$ cat config.mk
export PLATFORM = sky130hd
export DESIGN_NAME = mem_access_unit
export DESIGN_NICKNAME = d
export VERILOG_FILES = /design/src/rtl/mem_access_unit_pkg.sv /design/src/rtl/mem_lane_align.sv /design/src/rtl/mem_access_unit.sv
export SDC_FILE = /design/constraint.sdc
export NUM_CORES = 1
export LEC_CHECK = 0
export CAP_MARGIN = 20
export CORE_AREA = 2 2 108 110
export CTS_BUF_LIST = sky130_fd_sc_hd__clkbuf_8
export CTS_CLUSTER_SIZE = 14
export DETAILED_ROUTE_END_ITERATION = 10
export DIE_AREA = 0 0 110 112
export PLACE_DENSITY = 0.91
export SLEW_MARGIN = 20
export SYNTH_ARGS = -nofsm -noshare
export SYNTH_HDL_FRONTEND = slang
export SYNTH_SLANG_ARGS = --single-unit
$ cat constraint.sdc
create_clock -name clk -period 3.9 [get_ports clk]
set_input_delay 0.78 -clock clk [delete_from_list [all_inputs] [get_ports clk]]
set_output_delay 0.78 -clock clk [all_outputs]
set_load 0.01 [all_outputs]
$ cat src/rtl/mem_access_unit_pkg.sv
// Shared definitions for the MEM-stage load/store engine.
//   MASK_*  : access size encodings carried in mem_ctrl_maskMode (3 behaves as word)
//   state_t : bus transaction FSM encoding
package mem_access_unit_pkg;

    localparam int unsigned MASK_W = 2;

    localparam logic [MASK_W-1:0] MASK_BYTE = 2'd0;
    localparam logic [MASK_W-1:0] MASK_HALF = 2'd1;
    localparam logic [MASK_W-1:0] MASK_WORD = 2'd2;

    typedef enum logic [1:0] {
        IDLE = 2'd0,
        WAIT = 2'd1,
        DONE = 2'd2
    } state_t;

endpackage

$ cat src/rtl/mem_lane_align.sv
// Purely combinational byte-lane steering for the data-memory bus.
//   st_mask/st_addr_lo/store_data -> st_wdata (lane-replicated), st_wstrb (byte enables)
//   ld_mask/ld_addr_lo/ld_sext/ld_rdata -> ld_data (lane-extracted, sign/zero-extended)
module mem_lane_align
    import mem_access_unit_pkg::*;
(
    input  logic [MASK_W-1:0] st_mask,
    input  logic [1:0]        st_addr_lo,
    input  logic [31:0]       store_data,
    output logic [31:0]       st_wdata,
    output logic [3:0]        st_wstrb,
    input  logic [MASK_W-1:0] ld_mask,
    input  logic [1:0]        ld_addr_lo,
    input  logic              ld_sext,
    input  logic [31:0]       ld_rdata,
    output logic [31:0]       ld_data
);

    logic [7:0]  byte_lane;
    logic [15:0] half_lane;

    // Store replication and strobe generation
    always_comb begin
        st_wdata = store_data;
        st_wstrb = 4'b1111;
        case (st_mask)
            MASK_BYTE: begin
                st_wdata = {4{store_data[7:0]}};
                st_wstrb = 4'b0001 << st_addr_lo;
            end
            MASK_HALF: begin
                st_wdata = {2{store_data[15:0]}};
                st_wstrb = 4'b0011 << {st_addr_lo[1], 1'b0};
            end
            default: ;
        endcase
    end

    // Load lane extraction and extension
    always_comb begin
        case (ld_addr_lo)
            2'd0:    byte_lane = ld_rdata[7:0];
            2'd1:    byte_lane = ld_rdata[15:8];
            2'd2:    byte_lane = ld_rdata[23:16];
            default: byte_lane = ld_rdata[31:24];
        endcase
        half_lane = ld_addr_lo[1] ? ld_rdata[31:16] : ld_rdata[15:0];

        ld_data = ld_rdata;
        case (ld_mask)
            MASK_BYTE: ld_data = {{24{ld_sext & byte_lane[7]}}, byte_lane};
            MASK_HALF: ld_data = {{16{ld_sext & half_lane[15]}}, half_lane};
            default: ;
        endcase
    end

endmodule

$ cat src/rtl/mem_access_unit.sv
// MEM-stage load/store engine: one req/ack bus transaction per access,
// pipeline stall until it completes, aligned/extended load data out.
//   clk, reset (async active-low)
//   mem_ctrl_*        : EX/MEM control bundle (read, write, size, sign-extend)
//   addr, store_data  : byte address and rs2 value
//   dmem_*            : data-memory bus (req held until ack)
//   mem_stall         : combinational hold for IF..EX/MEM
//   load_data/valid   : load result and its one-cycle update pulse
//   misalign          : combinational illegal-alignment flag
//   bus_err           : one-cycle pulse when a transaction times out
module mem_access_unit
    import mem_access_unit_pkg::*;
#(
    parameter int unsigned TIMEOUT_CYCLES = 64,
    parameter int unsigned CNT_W          = 7
) (
    input  logic              clk,
    input  logic              reset,
    input  logic              mem_ctrl_memRead,
    input  logic              mem_ctrl_memWrite,
    input  logic [MASK_W-1:0] mem_ctrl_maskMode,
    input  logic              mem_ctrl_sext,
    input  logic [31:0]       addr,
    input  logic [31:0]       store_data,
    output logic              dmem_req,
    output logic              dmem_we,
    output logic [31:0]       dmem_addr,
    output logic [31:0]       dmem_wdata,
    output logic [3:0]        dmem_wstrb,
    input  logic              dmem_ack,
    input  logic [31:0]       dmem_rdata,
    output logic              mem_stall,
    output logic [31:0]       load_data,
    output logic              load_valid,
    output logic              misalign,
    output logic              bus_err
);

    localparam logic [CNT_W-1:0] CNT_LAST = CNT_W'(TIMEOUT_CYCLES - 1);

    state_t            state, state_d;
    logic [CNT_W-1:0]  cnt;
    logic [MASK_W-1:0] mask_q;
    logic              sext_q;
    logic [1:0]        addr_lo_q;

    logic        access;
    logic        accept;
    logic        timeout_hit;
    logic [31:0] st_wdata;
    logic [3:0]  st_wstrb;
    logic [31:0] ld_data;

    // Reserved size 3 falls into the word check through maskMode[1]
    assign access   = mem_ctrl_memRead | mem_ctrl_memWrite;
    assign misalign = access & (((mem_ctrl_maskMode == MASK_HALF) & addr[0]) |
                                (mem_ctrl_maskMode[1] & (|addr[1:0])));
    assign accept      = (state == IDLE) & access & ~misalign;
    assign mem_stall   = accept | (state == WAIT);
    assign timeout_hit = (TIMEOUT_CYCLES != 0) && (cnt == CNT_LAST);

    mem_lane_align u_align (
        .st_mask    (mem_ctrl_maskMode),
        .st_addr_lo (addr[1:0]),
        .store_data (store_data),
        .st_wdata   (st_wdata),
        .st_wstrb   (st_wstrb),
        .ld_mask    (mask_q),
        .ld_addr_lo (addr_lo_q),
        .ld_sext    (sext_q),
        .ld_rdata   (dmem_rdata),
        .ld_data    (ld_data)
    );

    // State register
    always_ff @(posedge clk or negedge reset) begin
        if (!reset) state <= IDLE;
        else        state <= state_d;
    end

    // Next-state logic; DONE always returns to IDLE without accepting
    always_comb begin
        state_d = state;
        case (state)
            IDLE:    if (accept) state_d = WAIT;
            WAIT:    if (dmem_ack || timeout_hit) state_d = DONE;
            DONE:    state_d = IDLE;
            default: state_d = IDLE;
        endcase
    end

    // Request latches, timeout counter and result registers
    always_ff @(posedge clk or negedge reset) begin
        if (!reset) begin
            dmem_req   <= 1'b0;
            dmem_we    <= 1'b0;
            dmem_addr  <= '0;
            dmem_wdata <= '0;
            dmem_wstrb <= '0;
            mask_q     <= '0;
            sext_q     <= 1'b0;
            addr_lo_q  <= '0;
            cnt        <= '0;
            load_data  <= '0;
            load_valid <= 1'b0;
            bus_err    <= 1'b0;
        end else begin
            load_valid <= 1'b0;
            bus_err    <= 1'b0;
            if (accept) begin
                dmem_req   <= 1'b1;
                dmem_we    <= mem_ctrl_memWrite;
                dmem_addr  <= {addr[31:2], 2'b00};
                dmem_wdata <= st_wdata;
                dmem_wstrb <= mem_ctrl_memWrite ? st_wstrb : 4'b0000;
                mask_q     <= mem_ctrl_maskMode;
                sext_q     <= mem_ctrl_sext;
                addr_lo_q  <= addr[1:0];
                cnt        <= '0;
            end
            if (state == WAIT) begin
                cnt <= cnt + CNT_W'(1);
                if (dmem_ack) begin
                    dmem_req <= 1'b0;
                    if (!dmem_we) begin
                        load_data  <= ld_data;
                        load_valid <= 1'b1;
                    end
                end else if (timeout_hit) begin
                    dmem_req <= 1'b0;
                    bus_err  <= 1'b1;
                end
            end
        end
    end

endmodule
==> results.tsv, run 1 <==
stage	metric	value	unit
layout	areaGrowthSynthToFinish	47.8	%
placement	gp_congestion	0.853	
power_and_ir_drop	power_switching	0.00197	W
drt	firstDrtPassIters	5	
critical_path	rrSetupSlack	1540	ps
clock_network	cts_max_path_buffers	2	
yosys	syn_inst	490	
timing	maxSlewViolCount	0	
yosys	synth.distinct_cells	48	
floorplanning	rows	39	
critical_path	r2r-end	load_data[19]	
run_status	status	finished, final reports clean	
yosys	synth_ff_type	dfrtp_1	
clock_network	clock-sinks	116	
global_routing	grt_max_degree	110	
yosys	synth-seq-cells	116	
power_and_ir_drop	p_leak	3.31	nW
clock_network	holdBufCountCts	0	
run	maxCapViolations	0	
floorplanning	start_util	47.8	%
timing	rsz0062_at_grt	no	
critical_path	worstSetupPathType	in -> out	
timing	relSlewSlack	34.9	%
timing	setup_violations	0	
drt	wl_per_cell	18.5	um
critical_path	cp_max_fo	6	
drt	viasPerCell	5.60	
layout	drive_above_1_share	13.1	%
yosys	async_flop_share	100	%
global_routing	grt_overflow	0	
critical_path	reg2reg_depth	4	
timing	skew	9.80	ps
floorplanning	io_pins	210	
clock_network	htree_levels	4	
global_routing	grt_pass1_wl	24.8	mm
clock_network	cts_setup_buffers	0	
layout	antenna_cells	0	
critical_path	path_cells	clkdlybuf4s50_1 > a21oi_1 > o221ai_4 > nand2_1 > clkdlybuf4s50_1	
clock_network	numCtsBuffers	17	
power_and_ir_drop	combPwrFrac	43.0	%
critical_path	crit_path_start_kind	primary input	
floorplanning	chipHeight	112	um
power_and_ir_drop	intPower	0.00375	W
power_and_ir_drop	power.density	725	nW/um2
layout	nets	794	
timing	fmaxAchievable	0.311	GHz
critical_path	reg2reg_from	mask_q[1]	
drt	drc	0	
placement	io_buffers	207	
layout	final_common_cell	clkdlybuf4s50_1	
clock_network	cts_resized	0	
timing	tightest_slew	977	ps
critical_path	cp_data_arrival_time	2430	ps
power_and_ir_drop	p_seq_share	37.7	%
critical_path	crit_slowest_cell	clkdlybuf4s50_1	
critical_path	cp-end-kind	output port	
drt	num_vias	4732	
timing	tns	0	ps
global_routing	first_global_vias	4843	
drt	drtIter0Drc	286	
floorplanning	coreArea	11200	um2
yosys	ys_warn_count	0	
critical_path	max_stage_delay	540	ps
clock_network	clock-root-buffer	clkbuf_8	
power_and_ir_drop	finalPower	0.00572	W
clock_network	clkTransAtPathRegs	70	ps
yosys	seq_area_frac_synth	54.4	%
global_routing	antenna_found_initial	0	
timing	fin_crit_sh	82.4	%
drt	postRouteAntennaNets	0	
floorplanning	die_area	12300	um2
clock_network	cts_tree	built	
timing	min_period	3210	ps
power_and_ir_drop	vdd_drop_max	0.425	mV
power_and_ir_drop	switching_share	34.4	%
critical_path	crit_top_cell	clkdlybuf4s50_1	
yosys	synth.cell_area	5340	um2
clock_network	clk_latency	430	ps
placement	place_hpwl	11.4	mm
power_and_ir_drop	power_frac_clock	19.3	%
layout	final_cell_mix	206 x clkdlybuf4s50_1, 115 x dfrtp_1, 48 x a21oi_1	
timing	hold_viol	0	
global_routing	grt_usage	26.4	%
hold_path	hold_path.class	in -> async	
critical_path	critPathRequiredTime	3120	ps
yosys	avgSynthCellArea	10.9	um2
drt	finalWirelength	15.7	mm
yosys	synth-edff-count	0	
floorplanning	die_width	110	um
## power by group through the flow
stage	combinational, W	sequential (W)	clock (W)
6_report	0.00246	0.00216	0.00110
5_1_grt	0.00266	0.00223	0.00118
4_1_cts	0.00248	0.00215	0.00112
3_5_place_dp	0.00247	0.00217	0
3_3_place_gp	0.00239	0.00214	0
2_1_floorplan	0.000973	0.00227	0
## layer usage
layer | GRT usage (%) | routed length [um] | part of all wire (%)
met1 | 30.4 | 5930 | 38
met2 | 43.5 | 7640 | 49
met3 | 10.4 | 1650 | 11
met4 | 10.5 | 453 | 2.9
met5 | 0 | 0 | 0
## kinds of logic (layout without fill, tap and decap cells)
kind of cell	after synthesis	in the layout	synth area share (%)
flip-flops	116	116	54.4
AND/OR/NAND/NOR	101	101	9.05
buffers and inverters	42	253	3.75
AO/OA/AOI/OAI	149	149	16.5
adder cells (fa/ha/maj)	1	1	0.234
other	1	2	0.0702
XOR/XNOR	1	1	0.164
multiplexers	79	79	15.9
## state kept, by name (all words and copies together) (netlist names), 2 cells and up
name / count
cnt: 7
state: 2
load_data: 32
dmem_addr: 30
dmem_wstrb: 4
mask_q: 2
dmem_wdata: 32
addr_lo_q: 2
## how the worst max path moves through the flow
| stage | start | endpoint | slack (ps) | cells after the start |
|---|---|---|---|---|
| 2_1_floorplan | addr[0] | mem_stall | 1600 | 5 |
| 3_3_place_gp | addr[0] | misalign | 710 | 4 |
| 3_5_place_dp | addr[0] | misalign | 670 | 4 |
| 4_1_cts | addr[0] | misalign | 670 | 4 |
| 5_1_grt | addr[0] | mem_stall | 610 | 5 |
| 6_report | addr[0] | mem_stall | 690 | 5 |
## final cells by class
type / instances / area [um2]
clock buffers: 19 / 262
clock inverters: 13 / 134
fillers: 783 / 3280
inverters: 6 / 22.5
multi-input cells: 333 / 2260
flip-flops and latches: 116 / 2900
well taps: 143 / 179
repair buffers: 215 / 2130
## synthesized netlist by cell type (6+ instances only)
cell      instances  area share, %
nor2_1           28            2.0
nand2_1          40            2.8
buf_4             6           0.84
inv_1             6           0.42
o211ai_1         17            2.4
dfrtp_1         116             54
mux2i_1          33            6.2
o21ai_0          46            4.3
o21ai_1          10           0.94
clkbuf_1         12           0.84
buf_2            16            1.5
a21oi_1          48            4.5
mux2_2           46            9.7
## through the flow
stage,setup slack (ps),std cells,hold slack (ps),cell area (um2),util [%]
3_5_place_dp,673,813,475,7490,67.0
3_3_place_gp,709,813,461,7490,67.0
2_1_floorplan,1600,491,452,5340,-
4_1_cts,668,845,493,7890,70.6
5_1_grt,613,845,518,7890,70.6
6_report,686,845,477,7890,70.6
## worst max-delay path: cells and delay by family
family	cells	cell delay [ps]
buffers and inverters	2	1050
AOI/OAI and AO/OA	2	480
and+or+nand+nor	1	120
(Power assumes the default switching activity.)
==> run 2: changes to the inputs <==
- CORE_AREA: 2 2 108 110 -> 2 2 118 120
- DIE_AREA: 0 0 110 112 -> 0 0 120 122
- PLACE_DENSITY: 0.91 -> 0.81
- clock period: 3.9 -> 2.9 ns (I/O delays scaled with it)
==> run 2 against run 1 <==
  * Global-route usage down 5.0 points
  * Sequential share of layout area down 0.48 points
  * Combinational power up 35%
  * Cell area up 1.3%
  * Die area up 19%
  * Register-to-register slack worse by 620 ps
  * Via count down 1.1%
  * Sequential cell count unchanged
  * Core utilization down 11 points
  * First-iteration DRC count up 21%
  * Non-clock buffer count up 5
  * Total power up 34%
  * Critical endpoint unchanged
  * Highest routed layer is now met5
==> results.tsv, run 2 (same netlist as run 1, synthesis figures left out) <==
stage	metric	value	unit	change
global_routing	antenna_found_initial	1		+1
drt	drc	0		unchanged
floorplanning	coreArea	13500	um2	+21%
clock_network	clkTransAtPathRegs	60	ps	about the same
critical_path	critPathRequiredTime	2320	ps	-800 ps
layout	drive_above_1_share	13.0	%	-0.093 points
layout	multiInputGateArea	2260	um2	unchanged
run_status	status	finished, final reports clean		
layout	nets	799		+0.63%
timing	tns	0	ps	unchanged
global_routing	grt_pass1_wl	24.4	mm	-1.7%
drt	firstDrtPassIters	4		-1
clock_network	cts_resized	0		unchanged
layout	antenna_cells	0		unchanged
floorplanning	chipHeight	122	um	+8.9%
placement	gp_congestion	0.913		+7.0%
layout	areaGrowthSynthToFinish	49.7	%	
clock_network	cts_tree	built		
timing	layout_setup_ws	139	ps	-548 ps
critical_path	cp_data_arrival_time	2180	ps	-250 ps
timing	maxSlewViolCount	0		unchanged
floorplanning	start_util	39.5	%	-8.2 points
drt	viasPerCell	5.28		-5.7%
critical_path	crit_path_start_kind	primary input		
power_and_ir_drop	p_leak	3.37	nW	+1.7%
critical_path	cp_max_fo	3		-3
timing	fmaxAchievable	0.362	GHz	
clock_network	cts_max_path_buffers	2		unchanged
floorplanning	rows	43		+10%
critical_path	max_stage_delay	550	ps	about the same
floorplanning	die_area	14600	um2	+19%
drt	num_vias	4682		-1.1%
layout	final_common_cell	clkdlybuf4s50_1		
power_and_ir_drop	vdd_drop_max	0.455	mV	+7.0%
global_routing	grt_max_degree	110		unchanged
drt	finalWirelength	15.4	mm	-1.9%
drt	postRouteAntennaNets	0		unchanged
layout	final_util	59.2	%	-11 points
placement	io_buffers	207		unchanged
timing	fin_crit_sh	95.2	%	
layout	largest_registers	dmem_wdata (32), load_data (32), dmem_addr (30)		
timing	rsz0062_at_grt	no		
drt	drtIter0Drc	347		+21%
critical_path	crit_top_cell	clkdlybuf4s50_1		
critical_path	path_cells	clkdlybuf4s50_1 > a21oi_1 > o221ai_4 > nand2_1 > clkdlybuf4s50_1		
power_and_ir_drop	finalPower	0.00766	W	+34%
placement	place_hpwl	11.2	mm	-2.1%
timing	tightest_slew	732	ps	-245 ps
layout	fillers	1110		+42%
global_routing	grt_usage	21.4	%	-5.0 points
timing	relSlewSlack	51.2	%	+16 points
clock_network	clock-root-buffer	clkbuf_8		
critical_path	crit_slowest_cell	clkdlybuf4s50_1		
power_and_ir_drop	power.density	959	nW/um2	+32%
timing	min_period	2760	ps	
clock_network	clk_latency	430	ps	about the same
run	maxCapViolations	0		unchanged
critical_path	cp-end-kind	output port		
critical_path	rrSetupSlack	920	ps	-620 ps
timing	skew	9.59	ps	-0.216 ps
hold_path	hold_path.class	reg -> reg		
timing	setup_violations	0		unchanged
layout	final_cell_mix	206 x clkdlybuf4s50_1, 116 x dfrtp_1, 48 x a21oi_1		
critical_path	worstSetupPathType	in -> out		
clock_network	htree_levels	4		unchanged
timing	hold_viol	0		unchanged
floorplanning	die_width	120	um	+9.1%
placement	pre_cts_ws	124	ps	-549 ps
floorplanning	io_pins	210		unchanged
clock_network	clock-sinks	116		unchanged
drt	wl_per_cell	17.3	um	-6.5%
clock_network	numCtsBuffers	17		unchanged
global_routing	first_global_vias	4798		-0.93%
global_routing	grt_overflow	0		unchanged
timing	holdWs	483	ps	+5.20 ps
layout	regArea	2900	um2	about the same
run 2: changes by cell type in the layout (fill, tap and decap cells not counted):
cell	change
clkinvlp_4	-4
buf_4	+3
inv_1	+3
buf_12	+2
buf_6	-1
clkbuf_8	+1
clkinv_4	+1
dfrtp_1	+1
dfrtp_2	-1
dlygate4sd3_1	+1
inv_6	-1
run 2: path summary, 6_finish.rpt:
kind                                start              to  cells past startpoint
setup / recovery                  addr[0]       mem_stall                      5
hold / removal             dmem_wdata[10]  dmem_wdata[10]                      2
setup reg to reg             addr_lo_q[1]   load_data[17]                      5
hold reg to reg            dmem_wdata[10]  dmem_wdata[10]                      2
max in group asynchronous           reset   load_data[19]                      3
min in group asynchronous           reset    dmem_addr[5]                      2
run 2: cell type report:
type                    instances  area share (%)
clock buffers                  20            3.44
inverters                       6           0.282
clock inverters                12            1.44
repair buffers                220            27.5
flip-flops and latches        116            36.3
well taps                     180            2.82
multi-input cells             333            28.2
run 2: repair_timing:
item | CTS | global route
setup buffers | 0 | 0
hold buffers | 1 | 0
hold endpoints to repair | 7 | 0
run 2: metal layers:
| layer | GRT usage (%) | vias up | wire length (um) |
|---|---|---|---|
| li1 | - | 2165 | - |
| met4 | 10.8 | 2 | 537 |
| met2 | 33.9 | 231 | 7210 |
| met1 | 25.4 | 2243 | 6100 |
| met3 | 8.38 | 41 | 1520 |
| met5 | 0 | - | 13 |
run 2: critical path, delay by kind of cell:
family | cells | cell delay [ps]
buffers and inverters | 2 | 1000
AND/OR/NAND/NOR | 1 | 140
AO/OA/AOI/OAI | 2 | 470
run 2: through the flow:
stage | area [um2] | std cells
floorplan | 5340 | 491
global placement | 7590 | 854
detailed placement | 7590 | 854
CTS | 7990 | 887
global route | 7990 | 887
finish | 7990 | 887
run 2: power breakdown:
part           leakage, nW  internal, W  switching, W
registers             1.38      0.00233      0.000540
logic                 1.77      0.00194       0.00140
clock network        0.213     0.000817      0.000644
total                 3.37      0.00508       0.00258
==> run 3: changes to the inputs <==
- CORE_AREA: 2 2 118 120 -> 2 2 112 114
- DIE_AREA: 0 0 120 122 -> 0 0 114 116
- PLACE_DENSITY: 0.81 -> 0.86
- clock period: 2.9 -> 2.62 ns (I/O delays scaled with it)
==> run 3 against run 2 <==
  * Sequential share of layout area decreased by 0.28 points
  * Final cell count decreased by 3.3%
  * Hold slack got worse by 410 ps
  * Clock power increased by 29%
  * Critical path depth unchanged
  * Die area decreased by 9.7%
  * Combinational power increased by 14%
  * Worst setup slack got worse by 41 ps
  * Register-to-register slack got worse by 240 ps
  * Wire length increased by 3.0%
  * Critical path type unchanged
==> results.tsv, run 3 (same netlist as run 1, synthesis figures left out) <==
stage	metric	value	unit	change
run_status	status	finished, final reports clean		
drt	finalWirelength	15.8	mm	+3.0%
power_and_ir_drop	p_seq_share	35.8	%	-1.6 points
layout	largest_registers	dmem_wdata (32), load_data (32), dmem_addr (30)		
power_and_ir_drop	combPwrFrac	42.8	%	-0.7 points
power_and_ir_drop	vdd_drop_max	0.562	mV	+24%
power_and_ir_drop	p_leak	3.43	nW	+2.0%
power_and_ir_drop	power_frac_clock	21.4	%	+2.3 points
drt	firstDrtPassIters	6		+2
drt	num_vias	4791		+2.3%
power_and_ir_drop	switching_share	33.2	%	-0.48 points
global_routing	grt_pass1_wl	25.1	mm	+3.2%
floorplanning	rows	40		-7.0%
drt	drc	0		unchanged
critical_path	crit_slowest_cell	clkdlybuf4s50_1		
timing	setup_violations	0		unchanged
layout	drive_above_1_share	14.1	%	+1.1 points
clock_network	numCtsBuffers	17		unchanged
critical_path	critPathRequiredTime	2100	ps	-220 ps
drt	viasPerCell	5.58		+5.8%
placement	io_buffers	207		unchanged
layout	antenna_cells	0		unchanged
critical_path	crit_path_start_kind	primary input		
timing	fin_crit_sh	96.3	%	
critical_path	crit_family	buffers and inverters		
run	maxCapViolations	0		unchanged
timing	rsz0062_at_grt	no		
floorplanning	chipHeight	116	um	-4.9%
timing	hold_viol	0		unchanged
clock_network	clock-sinks	116		unchanged
layout	areaGrowthSynthToFinish	50.9	%	
global_routing	grt_usage	25.0	%	+3.6 points
critical_path	crit_top_cell	clkdlybuf4s50_1		
clock_network	cts_max_path_buffers	2		unchanged
layout	fin_area	8060	um2	+0.78%
global_routing	grt_max_degree	82		-25%
global_routing	antenna_found_initial	0		-1
critical_path	cp-end-kind	output port		
placement	place_area	7590	um2	about the same
floorplanning	coreArea	11900	um2	-12%
floorplanning	die_width	114	um	-5.0%
clock_network	cts_setup_buffers	0		unchanged
critical_path	worstSetupPathType	in -> out		
clock_network	cts_tree	built		
timing	layout_setup_ws	98.2	ps	-40.7 ps
layout	nets	803		+0.50%
placement	place_hpwl	11.5	mm	+3.0%
timing	relSlewSlack	53.8	%	+2.6 points
timing	tightest_slew	693	ps	-38.6 ps
critical_path	path_cells	clkdlybuf4s50_1 > a21oi_2 > o221ai_4 > nand2_1 > clkdlybuf4s50_1		
power_and_ir_drop	power.density	1100	nW/um2	+14%
floorplanning	start_util	44.8	%	+5.3 points
drt	postRouteAntennaNets	0		unchanged
timing	maxSlewViolCount	0		unchanged
clock_network	clkTransAtPathRegs	60	ps	about the same
timing	min_period	2520	ps	
power_and_ir_drop	power_switching	0.00293	W	+14%
layout	final_common_cell	clkdlybuf4s50_1		
timing	skew	9.45	ps	-0.132 ps
floorplanning	die_area	13200	um2	-9.7%
layout	final_cell_mix	204 x clkdlybuf4s50_1, 116 x dfrtp_1, 47 x a21oi_1		
hold_path	hold_path.class	in -> async		
global_routing	grt_overflow	0		unchanged
clock_network	clock-root-buffer	clkbuf_8		
critical_path	max_stage_delay	550	ps	about the same
critical_path	cp_data_arrival_time	2000	ps	-180 ps
power_and_ir_drop	intPower	0.00590	W	+16%
placement	gp_congestion	0.849		-7.0%
drt	wl_per_cell	18.5	um	+6.5%
clock_network	htree_levels	4		unchanged
clock_network	clk_latency	460	ps	+30 ps
global_routing	first_global_vias	4907		+2.3%
floorplanning	io_pins	210		unchanged
critical_path	cp_max_fo	2		-1
critical_path	cp_num_buf_inv	2		unchanged
timing	fmaxAchievable	0.397	GHz	
layout	fillers	870		-22%
placement	pre_cts_ws	-124	ps	-248 ps
drt	drtIter0Drc	280		-19%
## run 3: changes by cell type in the layout (fill, tap and decap cells not counted), moves of 2 or more
cell             change
buf_4                +5
dlymetal6s2s_1       +2
clkinv_4             -2
bufinv_16            +3
clkdlybuf4s50_1      -2
## run 3: routing by layer
layer  vias up  global-route usage [%]  share of wire [%]
met3        40                    9.83                9.9
met4         0                    10.7                2.7
met2       250                    41.5                 48
met5         -                       0                  0
met1      2331                    29.0                 39
li1       2170                       -                  -
## run 3: metrics by stage
| step | hold slack [ps] | std cells | setup TNS, ps | util [%] | power, W |
|---|---|---|---|---|---|
| floorplan | 228 | 491 | 0 | - | 0.00482 |
| global placement | 461 | 826 | -1570 | 63.7 | 0.00681 |
| detailed placement | 474 | 826 | -2670 | 63.7 | 0.00696 |
| CTS | 70.5 | 858 | 0 | 67.6 | 0.00890 |
| global route | 89.5 | 858 | 0 | 67.6 | 0.00934 |
| finish | 72.2 | 858 | 0 | 67.6 | 0.00883 |
## run 3: power groups by stage
| stage | registers [W] | logic, W | clock network [W] |
|---|---|---|---|
| after CTS | 0.00316 | 0.00381 | 0.00193 |
| after floorplan | 0.00337 | 0.00145 | 0 |
| after detailed placement | 0.00318 | 0.00378 | 0 |
| after global routing | 0.00327 | 0.00406 | 0.00201 |
| after global placement | 0.00313 | 0.00367 | 0 |
| final | 0.00316 | 0.00378 | 0.00189 |
## run 3: worst paths after layout
kind | startpoint | endpoint | slack [ps] | cells after the start
setup / recovery | mem_ctrl_maskMode[0] | mem_stall | 100 | 5
hold / removal | reset | dmem_addr[8] | 70 | 1
setup reg to reg | addr_lo_q[1] | load_data[16] | 680 | 5
hold reg to reg | dmem_wdata[26] | dmem_wdata[26] | 480 | 2
max in group asynchronous | reset | dmem_addr[12] | 1850 | 2
min in group clk | dmem_wdata[26] | dmem_wdata[26] | 480 | 2
## run 3: area by class of cell
| class | instances | area, um2 | area share [%] |
|---|---|---|---|
| inverters | 6 | 22.5 | 0.280 |
| clock inverters | 13 | 189 | 2.35 |
| well taps | 147 | 184 | 2.28 |
| multi-input cells | 333 | 2270 | 28.2 |
| clock buffers | 19 | 262 | 3.25 |
| repair buffers | 224 | 2230 | 27.6 |
| flip-flops and latches | 116 | 2900 | 36.0 |
## run 3: repair_timing
action / in CTS / in global routing
setup endpoints to repair: 1 / 2
pin swaps: 0 / 1
gates cloned: 0 / 0
resized for setup: 3 / 2
hold buffers: 0 / 0
==> RTL edit, RTL diff (flow settings as in run 1) <==
`CNT_W`: 7 -> 8.
--- a/src/rtl/mem_access_unit.sv
+++ b/src/rtl/mem_access_unit.sv
@@ -13,5 +13,5 @@
 #(
     parameter int unsigned TIMEOUT_CYCLES = 64,
-    parameter int unsigned CNT_W          = 7
+    parameter int unsigned CNT_W          = 8
 ) (
     input  logic              clk,
Behaviour: same outputs for any inputs over 4 cycles, from zero or initial values and one cycle with reset low; that may be too few to reach the edited logic, so the function may still have changed.
==> RTL edit against run 1 <==
Sequential cell count grew 1. Synthesized area grew 3.5%. Wire length grew 14%. Synthesized cell count grew 5.3%. Clock skew grew 0.0022 ns. Final area grew 4.4%. Setup slack lost 0.19 ns. Utilization grew 3.1 points. Power grew 9.7%. Worst hold slack lost 0.056 ns. Critical endpoint unchanged.
==> RTL edit: results (changes against run 1) <==
Logic synthesis
  – Post-Syn Instances: 516 (+5.3%)
  – Synth warn: 0 (unchanged)
  – Post-Synth Adder-Cell Area: 0.2263% (-0.0080 points)
  – Ys async rst share: 100.0% (unchanged)
  – Yosys cell types: 50 (+4.2%)
  – Sequential fraction of the synthesis area: 52.97% (-1.4 points)
  – Largest cells by area after synthesis: dfrtp_1, mux2_2, mux2i_1
  – Compound-cell area share of the yosys netlist: 17.84% (+1.4 points)
  – Post-Synth XOR/XNOR Area: 0% (-0.16 points)
  – Post-synthesis mux area share: 15.41% (-0.48 points)
  – Post-synth top cells: dfrtp_1, o21ai_0, nand2_1

CTS
  – Root Buffer: clkbuf_8
  – Clk Latency, worst-skew pair: 0.43 ns (about the same)
  – Clock Path Buffers: 2 (unchanged)
  – Post-CTS Setup Bufs: 0 (unchanged)
  – Num CTS Buffers: 17 (unchanged)
  – H-Tree Depth: 4 (unchanged)
  – Resized cells post-CTS: 0 (unchanged)

Cells and area
  – Fillers: 716 (-8.6%)
  – Layout cell share with drive strength beyond 1: 15.16% (+2.1 points)
  – Layout Nets: 824 (+3.8%)
  – Final antenna diode count: 0 (unchanged)
  – Non-Filler Instances: 875 (+3.6%)

Global routing
  – First-pass GRT wire length: 27910 um (+13%)
  – Largest net degree at the start of global routing: 61 (-45%)
  – Vias in the first global route: 5242 (+8.2%)
  – All-Layer GR Usage: 29.98% (+3.6 points)
  – Initial antenna violation count: 0 (unchanged)

Detailed routing
  – Wirelength per Cell: 20.50 um (+11%)
  – DR iter-0 viols: 427 (+49%)
  – Vias: 5135 (+8.5%)
  – First-pass DRT Iterations: 6 (+1)

Timing
  – Worst-Margin Slew: 1.014 ns (+0.03728 ns)
  – Pins Over Slew Limit: 0 (unchanged)
  – Final Skew: 0.01203 ns (+0.002228 ns)

Power
  – Leakage: 3.447 nW (+4.0%)
  – VDD IR max: 464.5 uV (+9.2%)

Place
  – Placed cells: 843 (+3.7%)
  – Port Buffers: 207 (unchanged)
  – Gpl congestion: 0.8528 (about the same)
  – DP Wirelength: 11990 um (+5.0%)

Min path
  – Worst Hold Class: in -> async

Setup path
  – Worst setup path endpoint: mem_stall
  – Worst Reg2Reg Path Length in Cells: 4 (unchanged)
  – R2r endpoint: load_data[21]$_DFFE_PN0P_
  – Crit path DAT: 2.62 ns (+0.19 ns)
  – Kind of critical path: in -> out
  – CP max-delay cell: clkdlybuf4s50_1
  – Reg2reg setup slack: 1.59 ns (+0.05 ns)
  – CP peak stage delay: 0.58 ns (+0.04 ns)

Run status
  – Status: completed
-- RTL edit: changes by cell type after synthesis, sizes merged, moves of 4 or more --
cell	change
clkbuf	+7
and2	-4
a21oi	-8
a22oi	-4
o21ai	+11
a221oi	+6
a32o	+4
nand2	+14
inv	+4
buf	-6
-- RTL edit: cell type report --
class / count / area (sq um) / area share [%]
flip-flops and latches: 117 / 2928 / 35.55
clock inverters: 12 / 247.7 / 3.008
clock buffers: 20 / 275.3 / 3.342
inverters: 10 / 37.54 / 0.4557
repair buffers: 220 / 2167 / 26.31
multi-input cells: 353 / 2402 / 29.17
well taps: 143 / 178.9 / 2.172
-- RTL edit: worst min path at each step --
stage	to	slack, ns	depth (start not counted)
6_report	load_data[27]$_DFFE_PN0P_	0.42	1
5_1_grt	load_data[23]$_DFFE_PN0P_	0.45	1
4_1_cts	load_data[27]$_DFFE_PN0P_	0.42	1
3_5_place_dp	dmem_wdata[28]$_DFFE_PN0P_	0.47	2
3_3_place_gp	cnt[5]$_DFFE_PN0P_	0.46	1
2_1_floorplan	cnt[5]$_DFFE_PN0P_	0.45	1
-- RTL edit: cell families (layout without fill, tap and decap cells) --
family,count (synthesis),in the layout
AO/OA/AOI/OAI,158,158
adder cells (fa/ha/maj),1,1
buffers and inverters,47,262
flip-flops,117,117
multiplexers,78,78
other,1,2
AND/OR/NAND/NOR,114,114
-- RTL edit: report_power, final --
part / internal (mW) / leakage, nW / switching [mW]
logic: 1.45 / 1.79 / 1.20
clock network: 0.943 / 0.255 / 0.519
registers: 1.74 / 1.40 / 0.419
-- RTL edit: metal layers --
metal	global-route usage (%)	up-vias	part of all wire (%)
li1	-	2261	-
met2	49.37	322	49
met5	0	-	0
met1	35.45	2497	36
met4	11.56	0	3.7
met3	10.89	55	11
-- RTL edit: worst register-to-register path, cell delays in order (launching register included) --
cell     delay [ns]
dfrtp_1        0.74
buf_4          0.38
nor3b_1        0.14
nor3_4         0.67
o21ai_0        0.23
-- RTL edit: stage by stage --
stage / setup slack, ns / cell area, sq um / hold WS [ns]
2_1_floorplan: 1.615 / 5532 / 0.4509
3_3_place_gp: 0.5569 / 7714 / 0.4584
3_5_place_dp: 0.5252 / 7714 / 0.4730
4_1_cts: 0.5155 / 8237 / 0.4231
5_1_grt: 0.4591 / 8237 / 0.4506
6_report: 0.4971 / 8237 / 0.4216
